<file path="src/rtl/vital_arbiter_if.sv">
// vital_arbiter_if: request/load/status bundle between behaviour controllers and the vital counter arbiter.
interface vital_arbiter_if #(
   parameter int WIDTH = 8,
   parameter int N_REQ = 4
);
   logic [N_REQ-1:0] req_inc;
   logic [N_REQ-1:0] req_dec;
   logic             load_en;
   logic [WIDTH-1:0] load_val;
   logic [WIDTH-1:0] value;
   logic [1:0]       indicator;
   logic [N_REQ-1:0] grant;
   logic             at_max;
   logic             at_min;
   modport master (
      output req_inc, req_dec, load_en, load_val,
      input  value, indicator, grant, at_max, at_min
   );
   modport slave (
      input  req_inc, req_dec, load_en, load_val,
      output value, indicator, grant, at_max, at_min
   );
endinterface

</file>
<file path="src/rtl/vital_arbiter.sv">
// vital_arbiter: round-robin arbiter granting one inc/dec per update slot to a shared saturating counter.
module vital_arbiter #(
   parameter int WIDTH    = 8,
   parameter int N_REQ    = 4,
   parameter int STEP     = 4,
   parameter int TICK_DIV = 16,
   parameter int INIT     = 128
) (
   input logic clk,
   input logic rst_n,
   vital_arbiter_if.slave bus
);
   localparam int PW    = $clog2(TICK_DIV);
   localparam int PTR_W = $clog2(N_REQ);
   logic [PW-1:0]    presc;
   logic [PTR_W-1:0] ptr;
   logic [PTR_W-1:0] g;
   logic             hit;
   logic             slot;
   logic [WIDTH-1:0] value_q;
   logic [N_REQ-1:0] grant_q;
   logic [N_REQ-1:0] active;
   logic [WIDTH:0]   sum;
   logic [WIDTH-1:0] inc_val;
   logic [WIDTH-1:0] dec_val;
   logic [WIDTH-1:0] upd_val;
   logic [PTR_W-1:0] ptr_nxt;
   assign slot    = presc == PW'(TICK_DIV - 1);
   assign active  = bus.req_inc ^ bus.req_dec;
   assign sum     = {1'b0, value_q} + (WIDTH+1)'(STEP);
   assign inc_val = sum[WIDTH] ? '1 : sum[WIDTH-1:0];
   assign dec_val = value_q < WIDTH'(STEP) ? '0 : value_q - WIDTH'(STEP);
   assign upd_val = bus.req_inc[g] ? inc_val : dec_val;
   assign ptr_nxt = g == PTR_W'(N_REQ - 1) ? '0 : g + 1'b1;
   // Scan from the highest offset down so the lowest offset from ptr wins.
   always_comb begin
      hit = 1'b0;
      g   = '0;
      for (int k = N_REQ - 1; k >= 0; k--) begin
         if (active[(int'(ptr) + k) % N_REQ]) begin
            hit = 1'b1;
            g   = PTR_W'((int'(ptr) + k) % N_REQ);
         end
      end
   end
   always_ff @(posedge clk or negedge rst_n) begin
      if (!rst_n) begin
         presc   <= '0;
         ptr     <= '0;
         value_q <= WIDTH'(INIT);
         grant_q <= '0;
      end else begin
         presc   <= slot ? '0 : presc + 1'b1;
         grant_q <= '0;
         if (bus.load_en) begin
            value_q <= bus.load_val;
         end else if (slot && hit) begin
            grant_q <= N_REQ'(1) << g;
            value_q <= upd_val;
            ptr     <= ptr_nxt;
         end
      end
   end
   assign bus.value     = value_q;
   assign bus.indicator = value_q[WIDTH-1:WIDTH-2];
   assign bus.grant     = grant_q;
   assign bus.at_max    = value_q == '1;
   assign bus.at_min    = value_q == '0;
endmodule

</file>
<file path="src/flat_wrapper.sv">
// flat-port wrapper written by rule: the top's interface ports become plain ports
module vital_arbiter_flat 
#(
   parameter int WIDTH    = 8,
   parameter int N_REQ    = 4,
   parameter int STEP     = 4,
   parameter int TICK_DIV = 16,
   parameter int INIT     = 128
)
  (clk, rst_n, bus_req_inc, bus_req_dec, bus_load_en, bus_load_val, bus_value, bus_indicator, bus_grant, bus_at_max, bus_at_min);
  vital_arbiter_if #(.WIDTH(WIDTH), .N_REQ(N_REQ)) bus_i ();
  input logic clk;
  input logic rst_n;
  input wire logic [$bits(bus_i.req_inc)-1:0] bus_req_inc;
  input wire logic [$bits(bus_i.req_dec)-1:0] bus_req_dec;
  input wire logic [$bits(bus_i.load_en)-1:0] bus_load_en;
  input wire logic [$bits(bus_i.load_val)-1:0] bus_load_val;
  output wire logic [$bits(bus_i.value)-1:0] bus_value;
  output wire logic [$bits(bus_i.indicator)-1:0] bus_indicator;
  output wire logic [$bits(bus_i.grant)-1:0] bus_grant;
  output wire logic [$bits(bus_i.at_max)-1:0] bus_at_max;
  output wire logic [$bits(bus_i.at_min)-1:0] bus_at_min;
  assign bus_i.req_inc = bus_req_inc;
  assign bus_i.req_dec = bus_req_dec;
  assign bus_i.load_en = bus_load_en;
  assign bus_i.load_val = bus_load_val;
  assign bus_value = bus_i.value;
  assign bus_indicator = bus_i.indicator;
  assign bus_grant = bus_i.grant;
  assign bus_at_max = bus_i.at_max;
  assign bus_at_min = bus_i.at_min;
  vital_arbiter #(.WIDTH(WIDTH), .N_REQ(N_REQ), .STEP(STEP), .TICK_DIV(TICK_DIV), .INIT(INIT)) u_core (.clk(clk), .rst_n(rst_n), .bus(bus_i));
endmodule
</file>
<file path="config.mk">
export PLATFORM = sky130hd
export DESIGN_NAME = vital_arbiter_flat
export DESIGN_NICKNAME = d
export VERILOG_FILES = /design/src/rtl/vital_arbiter_if.sv /design/src/rtl/vital_arbiter.sv /design/src/flat_wrapper.sv
export SDC_FILE = /design/constraint.sdc
export NUM_CORES = 1
export LEC_CHECK = 0
export ABC_AREA = 1
export CORE_AREA = 2 2 79 73
export DETAILED_ROUTE_END_ITERATION = 8
export DIE_AREA = 0 0 81 75
export GPL_ROUTABILITY_DRIVEN = 0
export HOLD_SLACK_MARGIN = 0.1
export PLACE_DENSITY_LB_ADDON = 0.1
export SYNTH_ARGS = -nofsm -noshare
export SYNTH_HDL_FRONTEND = slang
export SYNTH_SLANG_ARGS = --single-unit
</file>
<file path="constraint.sdc">
create_clock -name clk -period 5.4 [get_ports clk]
set_input_delay 0.81 -clock clk [delete_from_list [all_inputs] [get_ports clk]]
set_output_delay 0.81 -clock clk [all_outputs]
set_load 0.005 [all_outputs]
</file>
# Yosys cells after proc, flatten, opt, wreduce, memory -nomap -nowiden
# Index checks and enable logic that the tools add are counted.
[totals]
word_cells = 63
out_inout_bits = 16
register_bits = 18
input_bits = 19
[classes]
n_eq_ne = 3
addsub = 7
shift = 1
n_bitwise = 5
n_lt_le_gt_ge = 6
reduce_logical = 7
muxes = 30
[ops]
columns = ["operator", "count"]
rows = [
  ["2-to-1 mux 8 bit", 5],
  ["< comparator 3 x 4 -> 1 bit, second input constant", 3],
  ["2-to-1 mux 1 bit", 12],
  ["2-to-1 mux 4 bit", 3],
  ["binary-select mux 1 bit (select 2 bit)", 5],
  ["2-to-1 mux 2 bit", 5],
  ["adder 8 x 3 -> 9 bit, second input constant", 1],
  ["equality test 8 bit, second input constant", 1],
  ["zero test 8 bit", 1],
  ["< comparator 8 x 3 -> 1 bit, second input constant", 1],
  ["subtractor 8 x 3 -> 8 bit, second input constant", 1],
  ["< comparator 2 x 3 -> 1 bit, second input constant", 2],
  ["OR reduction 2 bit", 3],
  ["adder 2 x 1 -> 2 bit, second input constant", 2],
  ["adder 2 bit, second input constant", 2],
  ["adder 4 x 1 -> 4 bit, second input constant", 1],
  ["equality test 4 bit, second input constant", 1],
  ["left shift 1 x 2 -> 4 bit, first input constant", 1],
  ["bitwise XOR 4 bit", 1],
  ["AND 1 bit, first input constant", 3],
  ["equality test 2 bit, second input constant", 1],
  ["AND reduction 2 bit", 1],
  ["nonzero test 2 bit", 1],
  ["logical AND 1 bit", 1],
  ["inverter 1 bit", 1],
]

# Logic depth before layout (Yosys ltp)
# Gate-level depths: netlist (run 1).
[depth]
depth_word = 15
mapped_depth = 18
mapped_depth_nobuf = 17

# Least setup slack after synthesis (run 1)
# Ideal clock, no wire load.
[synth_path]
path_type = "input-to-reg"
startpoint = "input port bus_req_inc[2]"
endpoint = "register u_core.value_q[4] (netlist: u_core.bus.value[4])"
path_buffers = 1
t_arrival_ps = 2087
stages = 17
setup_ps = 120
t_required_ps = 5280
setup_slack_ps = 3193
cell_sequence = "inv_1 -> nand2_1 -> nand3_1 -> nand2_1 -> nor2_1 -> nand2_1 -> nand2_1 -> nand2_1 -> nand2_1 -> nand2_1 -> inv_1 -> nand3_2 -> nand2_4 -> buf_6 -> nor2_1 -> o21ai_1 -> nand2_1"
[synth_between]
elab_chain_len = 13
elab_cells_between_ends = 27
classes_between = "mux: 24; bitwise: 1; reduce/logical: 2"
[synth_rtl]
columns = ["element", "line_no", "rtl"]
rows = [
  ["start: declaration", "flat_wrapper.sv:14", "input wire logic [$bits(bus_i.req_inc)-1:0] bus_req_inc;"],
  ["bitwise XOR 4 bit", "vital_arbiter.sv:29", "assign active = bus.req_inc ^ bus.req_dec;"],
  ["binary-select mux 1 bit (select 2 bit)", "vital_arbiter.sv:40", "if (active[(int'(ptr) + k) % N_REQ]) begin"],
  ["2-to-1 mux 1 bit (not written as such) (2 in series)", "vital_arbiter.sv:40", ""],
  ["2-to-1 mux 2 bit (4 in series)", "vital_arbiter.sv:40", ""],
  ["binary-select mux 1 bit (select 2 bit)", "vital_arbiter.sv:33", "assign upd_val = bus.req_inc[g] ? inc_val : dec_val;"],
  ["2-to-1 mux 1 bit (not written as such)", "vital_arbiter.sv:33", ""],
  ["2-to-1 mux 8 bit", "vital_arbiter.sv:33", ""],
  ["2-to-1 mux 8 bit", "vital_arbiter.sv:57", "end else if (slot && hit) begin"],
  ["2-to-1 mux 8 bit", "vital_arbiter.sv:55", "if (bus.load_en) begin"],
  ["end signal: assignment", "vital_arbiter.sv:50", "value_q <= WIDTH'(INIT);"],
  ["end signal: assignment", "vital_arbiter.sv:56", "value_q <= bus.load_val;"],
  ["end signal: assignment", "vital_arbiter.sv:59", "value_q <= upd_val;"],
  ["end: declaration", "vital_arbiter.sv:20", "logic [WIDTH-1:0] value_q;"],
]
# Parallel ways exist; a longest one is shown, timed or not. The select of a mux whose other input is x is not followed.
# A chain may end at the register's enable or synchronous reset.

# Final worst setup path (run 1)
[layout_path]
startpoint = "register u_core.value_q[5] (netlist: u_core.bus.value[5])"
endpoint = "output port bus_at_min"
[layout_between]
elab_chain_len = 1
[layout_rtl]
columns = ["element", "line_no", "rtl"]
rows = [
  ["zero test 8 bit", "vital_arbiter.sv:68", "assign bus.at_min = value_q == '0;"],
  ["end: declaration", "flat_wrapper.sv:22", "output wire logic [$bits(bus_i.at_min)-1:0] bus_at_min;"],
]
# No other way between the ends.

==> results of run 1 <==
-- worst paths after layout --
kind / from / end / slack, ns / depth (start not counted)
setup reg to reg: u_core.ptr[0] / u_core.bus.value[4] / 3.24 / 11
hold / removal: u_core.presc[1] / u_core.presc[1] / 0.49 / 1
max in group asynchronous: rst_n / u_core.presc[3] / 3.82 / 1
min in group asynchronous: rst_n / u_core.bus.value[1] / 1.04 / 1
setup / recovery: u_core.bus.value[5] / bus_at_min / 2.60 / 4
hold reg to reg: u_core.presc[1] / u_core.presc[1] / 0.49 / 1
-- routing by layer --
| metal | vias up | GRT usage, % | part of all wire (%) |
|---|---|---|---|
| met5 | - | 0 | 0 |
| met4 | 0 | 4.708 | 1.2 |
| met3 | 4 | 2.278 | 7.2 |
| met2 | 44 | 18.73 | 36 |
| met1 | 658 | 22.23 | 55 |
| li1 | 815 | - | - |
-- stage by stage --
step | worst slack [ns] | hold slack (ns) | instances | cell area, um2 | utilization, %
2_1_floorplan | 3.193 | 0.4667 | 239 | 1539 | -
3_5_place_dp | 2.504 | 0.4833 | 335 | 1924 | 37.06
3_3_place_gp | 2.546 | 0.4868 | 335 | 1924 | 37.06
6_report | 2.598 | 0.4933 | 339 | 1979 | 38.12
5_1_grt | 2.423 | 0.5418 | 339 | 1979 | 38.12
4_1_cts | 2.599 | 0.5003 | 339 | 1979 | 38.12
-- registers in the layout, indices dropped and copies added, names as in the netlist --
signal,cells
u_core.presc,4
u_core.ptr,2
u_core.bus.value,8
u_core.bus.grant,4
-- power breakdown --
| part | internal (W) | switching, W |
|---|---|---|
| clock network | 0.0000649 | 0.0000510 |
| logic | 0.000253 | 0.000393 |
| registers | 0.000170 | 0.0000567 |
-- final cells by class --
cell class / instances / area share, %
multi-input combinational: 177 / 45.45
sequential: 18 / 22.82
timing repair buffer: 34 / 17.19
inverter: 39 / 7.522
tap: 67 / 4.235
clock buffer: 4 / 2.781
-- layout by cell type, fill, tap and decap left out, types with 2 or more instances in the layout --
cell type	instances
a21oi_1	3
clkbuf_8	4
clkdlybuf4s50_1	34
dfrtp_1	17
ha_1	8
inv_1	36
nand2_1	70
nand2_2	6
nand2_4	3
nand3_1	27
nand3_2	4
nor2_1	29
nor3_1	3
nor4_1	2
o21ai_0	10
o21ai_1	5
-- cell families (layout without fill, tap and decap cells) --
logic type	after synthesis	in the layout	share of synthesized area, %
XOR/XNOR	2	2	1.138
buffers and inverters	44	77	12.19
flip-flops	18	18	29.35
adder cells (fa/ha/maj)	8	8	6.504
AO/OA/AOI/OAI	20	20	6.829
AND/OR/NAND/NOR	147	147	43.98
==> impl_metrics.json, run 1 <==
{
  "status": "finished clean",
  "post_cts_resized": 0,
  "cts-root-buf": "clkbuf_8",
  "fmax_ghz": 0.3569,
  "place_hpwl_um": 3103,
  "path_buf_inv": 1,
  "fill_cells": 582,
  "synth.top_cells.by_count": "nand2_1, inv_1, nor2_1",
  "grt_pass1_wl_um": 6389,
  "synth_area_um2": 1539,
  "critPathLaunchType": "flop",
  "cp_max_fo": 7,
  "synthArstFlopShare_pct": 100.0,
  "grt_setup_unrepaired": "false",
  "maxCapViolations": 0,
  "drv_slew": 0,
  "wl_per_cell_um": 11.36,
  "antenna_found_initial": 0,
  "clock-sinks": 18,
  "timing.final.hold_violations": 0,
  "first_pass_iters": 4,
  "drive_gt1_share_pct": 7.721,
  "min_period_ns": 2.802,
  "tns_ns": 0,
  "grt_pass1_vias": 1349,
  "clk-insertion-delay-late_ns": 0.26,
  "period_share_pct": 51.89,
  "synth.area.top_cells": "dfrtp_1, nand2_1, inv_1, nand3_1, nor2_1",
  "yosysMostFrequentCell": "nand2_1",
  "timing.critical_path.max_delay_family": "simple AND/OR/NAND/NOR gates",
  "path_cells": "nor2_1 -> nand2_1 -> nor4_1 -> clkdlybuf4s50_1",
  "port_buffers": 34,
  "setup_violations": 0,
  "via_count": 1521,
  "cp_slowest_cell": "clkdlybuf4s50_1",
  "synthCells": 239,
  "cts-htree-levels": 1,
  "synth_cell_types": 28,
  "synth.top_cell.area_share_pct": 27.64,
  "core-area_um2": 5192,
  "die_h_um": 75,
  "route.detailed.drc": 0,
  "vdd_drop_max_v": 0.0001886,
  "cts-buffers-inserted": 3,
  "n_antenna_cell": 0,
  "netlist.top_cell.by_area": "dfrtp_1",
  "grt_overflow": 0,
  "clock_skew_ns": 0.007581,
  "synth-seq-area-share_pct": 29.35,
  "p_per_area_nw_per_um2": 499.4,
  "post-cts-setup-buffer-count": 0,
  "ant_nets": 0,
  "cts_hold_buf": 0,
  "viasPerCell": 4.487,
  "grt_use_total_pct": 13.98,
  "dieWidth_um": 81,
  "grt_max_degree": 19,
  "synth_edf_count": 0,
  "synth_seq_cells": 18,
  "ys_warn_count": 0,
  "drt_iter0_drc": 115,
  "synth.net_count": 266,
  "ios": 35,
  "cp.arrival_ns": 1.99,
  "max_slew_margin_pct": 41.82,
  "p_leak_nw": 1.040,
  "ys.flop_type": "dfrtp_1",
  "path_clk_slew_ns": 0.08,
  "cp.required_ns": 4.59,
  "multi_input_area_um2": 899.6,
  "cts_max_path_buffers": 2,
  "worstSetupPathType": "flop to output pin",
  "std_cell_rows": 25,
  "tritoncts": "yes",
  "hold_class": "flop to flop",
  "critPathMaxStageDelay_ns": 0.57,
  "p_total_w": 0.0009886,
  "ff_latch_area_um2": 451.7,
  "endpoint_kind": "output pin",
  "worst_slew_pin_slew_ns": 0.8700,
  "die_area_um2": 6075,
  "layout.nets": 300,
  "start_util_pct": 29.64,
  "area_delta_synth_final_pct": 28.62,
  "totalWireLength_um": 3851,
  "avgSynthCellArea_um2": 6.439
}
(Power assumes the default switching activity.)
==> run 2: changes to the inputs <==
- clock period: 5.4 -> 2.9 ns (I/O delays scaled with it)
==> run 2 against run 1 <==
Register-to-register slack got worse by 2.5 ns. Sequential power is 87% higher. Die area did not move. Non-clock buffer count stayed put. Final cell count did not move. First-iteration DRC count grew 12%. Highest routed layer unchanged.
==> impl_metrics.json, run 2 (synthesis gave the netlist of run 1 again) <==
{
  "status": "finished clean",
  "die_area_um2": 6075,
  "grt_overflow": 0,
  "cts-htree-levels": 1,
  "grt_max_degree": 19,
  "dieWidth_um": 81,
  "worstReg2RegStart": "u_core.ptr[0]",
  "period_share_pct": 82.35,
  "route.detailed.drc": 0,
  "p_per_area_nw_per_um2": 932.0,
  "critPathLaunchType": "flop",
  "cts_hold_buf": 0,
  "instances_no_fill": 339,
  "clk-insertion-delay-late_ns": 0.25,
  "first_pass_iters": 4,
  "placed_cells": 335,
  "drv_slew": 0,
  "cp_max_fo": 5,
  "std_cell_rows": 25,
  "p_total_w": 0.001845,
  "tritoncts": "yes",
  "die_h_um": 75,
  "p_leak_nw": 1.040,
  "gr-usage-met3_pct": 2.158,
  "n_antenna_cell": 0,
  "worstSetupPathType": "flop to output pin",
  "path_clk_slew_ns": 0.07,
  "tns_ns": 0,
  "holdCritStartpoint": "u_core.presc[1]",
  "via_count": 1520,
  "hold_path_depth": 1,
  "max_slew_margin_pct": 42.80,
  "clock_skew_ns": 0.0009332,
  "viasPerCell": 4.484,
  "cts-root-buf": "clkbuf_8",
  "grtUsageMet2_pct": 18.92,
  "setup.reg_to_reg.worst_slack_ns": 0.76,
  "maxCapViolations": 0,
  "worst_slew_pin_slew_ns": 0.8552,
  "min_period_ns": 2.388,
  "endpoint_kind": "output pin",
  "place_hpwl_um": 3177,
  "drive_gt1_share_pct": 7.721,
  "largest_reg_flops": 8,
  "reg2reg_depth": 15,
  "vdd_drop_max_v": 0.0003538,
  "fmax_ghz": 0.4188,
  "totalWireLength_um": 3949,
  "start_util_pct": 29.64,
  "area_delta_synth_final_pct": 28.62,
  "cp.arrival_ns": 1.95,
  "timing.final.ws_setup_ns": 0.5120,
  "wl_per_cell_um": 11.65,
  "post_cts_resized": 0,
  "final_common_cell": "nand2_1",
  "drt_iter0_drc": 129,
  "cp.required_ns": 2.47,
  "post-cts-setup-buffer-count": 0,
  "top_usage_layer": "met1",
  "ios": 35,
  "port_buffers": 34,
  "ant_nets": 0,
  "cp_slowest_cell": "clkdlybuf4s50_1",
  "critPathMaxStageDelay_ns": 0.56,
  "use_met1_pct": 23.82,
  "reg2reg_to": "u_core.bus.value[0]",
  "antenna_found_initial": 0,
  "layout_common_cells": "nand2_1, inv_1, clkdlybuf4s50_1",
  "hold_class": "flop to flop",
  "holdPathEnd": "u_core.presc[1]",
  "grt_use_total_pct": 14.44,
  "clock-sinks": 18,
  "grt_pass1_vias": 1376,
  "setup_violations": 0,
  "cts-buffers-inserted": 3,
  "pre_cts_ws_ns": 0.3799,
  "cts_max_path_buffers": 2,
  "timing.final.hold_violations": 0,
  "grt_pass1_wl_um": 6741,
  "layout.nets": 300,
  "grt_setup_unrepaired": "false",
  "core-area_um2": 5192,
  "path_cells": "inv_1 -> ha_1 -> nand2_1 -> nor4_1 -> clkdlybuf4s50_1"
}
==> run 2: final cells by class <==
class | count | area [um2]
repair buffers | 34 | 340.3
well taps | 67 | 83.83
fillers | 585 | 3213
clock buffers | 4 | 55.05
flip-flops and latches | 18 | 451.7
inverters | 39 | 148.9
multi-input cells | 177 | 899.6
==> run 2: stage by stage <==
step           hold WS (ns)  cell area, um2  utilization, %
2_1_floorplan        0.1394            1539               -
3_3_place_gp         0.4873            1924           37.06
3_5_place_dp         0.4957            1924           37.06
4_1_cts              0.5127            1979           38.12
5_1_grt              0.5462            1979           38.12
6_report             0.5029            1979           38.12
==> run 2: layer usage <==
layer / part of all wire, % / routed length, um
met4: 0.94 / 37
met1: 57 / 2251
met5: 0 / 0
met2: 36 / 1424
met3: 5.9 / 234
==> run 2: critical path, delay by kind of cell (launching register included) <==
family | cells | cell delay (ns)
buf+inv | 2 | 0.74
simple gates | 2 | 0.35
fa+ha+maj | 1 | 0.17
flops | 1 | 0.44
==> run 2: where the power goes <==
part	switching, W	internal, W	leakage [nW]
clock network	0.0000878	0.000121	0.0288
logic	0.000739	0.000473	0.784
registers	0.000107	0.000317	0.227
==> run 2: how the worst max path moves through the flow <==
stage / from / end / slack (ns) / depth (start not counted)
after detailed placement: bus_req_inc[0] / u_core.bus.value[0] / 0.38 / 17
after global placement: bus_req_inc[0] / u_core.bus.value[0] / 0.42 / 17
after global routing: bus_req_inc[0] / u_core.bus.value[0] / 0.29 / 17
after CTS: u_core.bus.value[5] / bus_at_min / 0.46 / 4
after floorplan: u_core.ptr[0] / u_core.bus.value[4] / 1.06 / 16
final: u_core.bus.value[3] / bus_at_min / 0.51 / 5
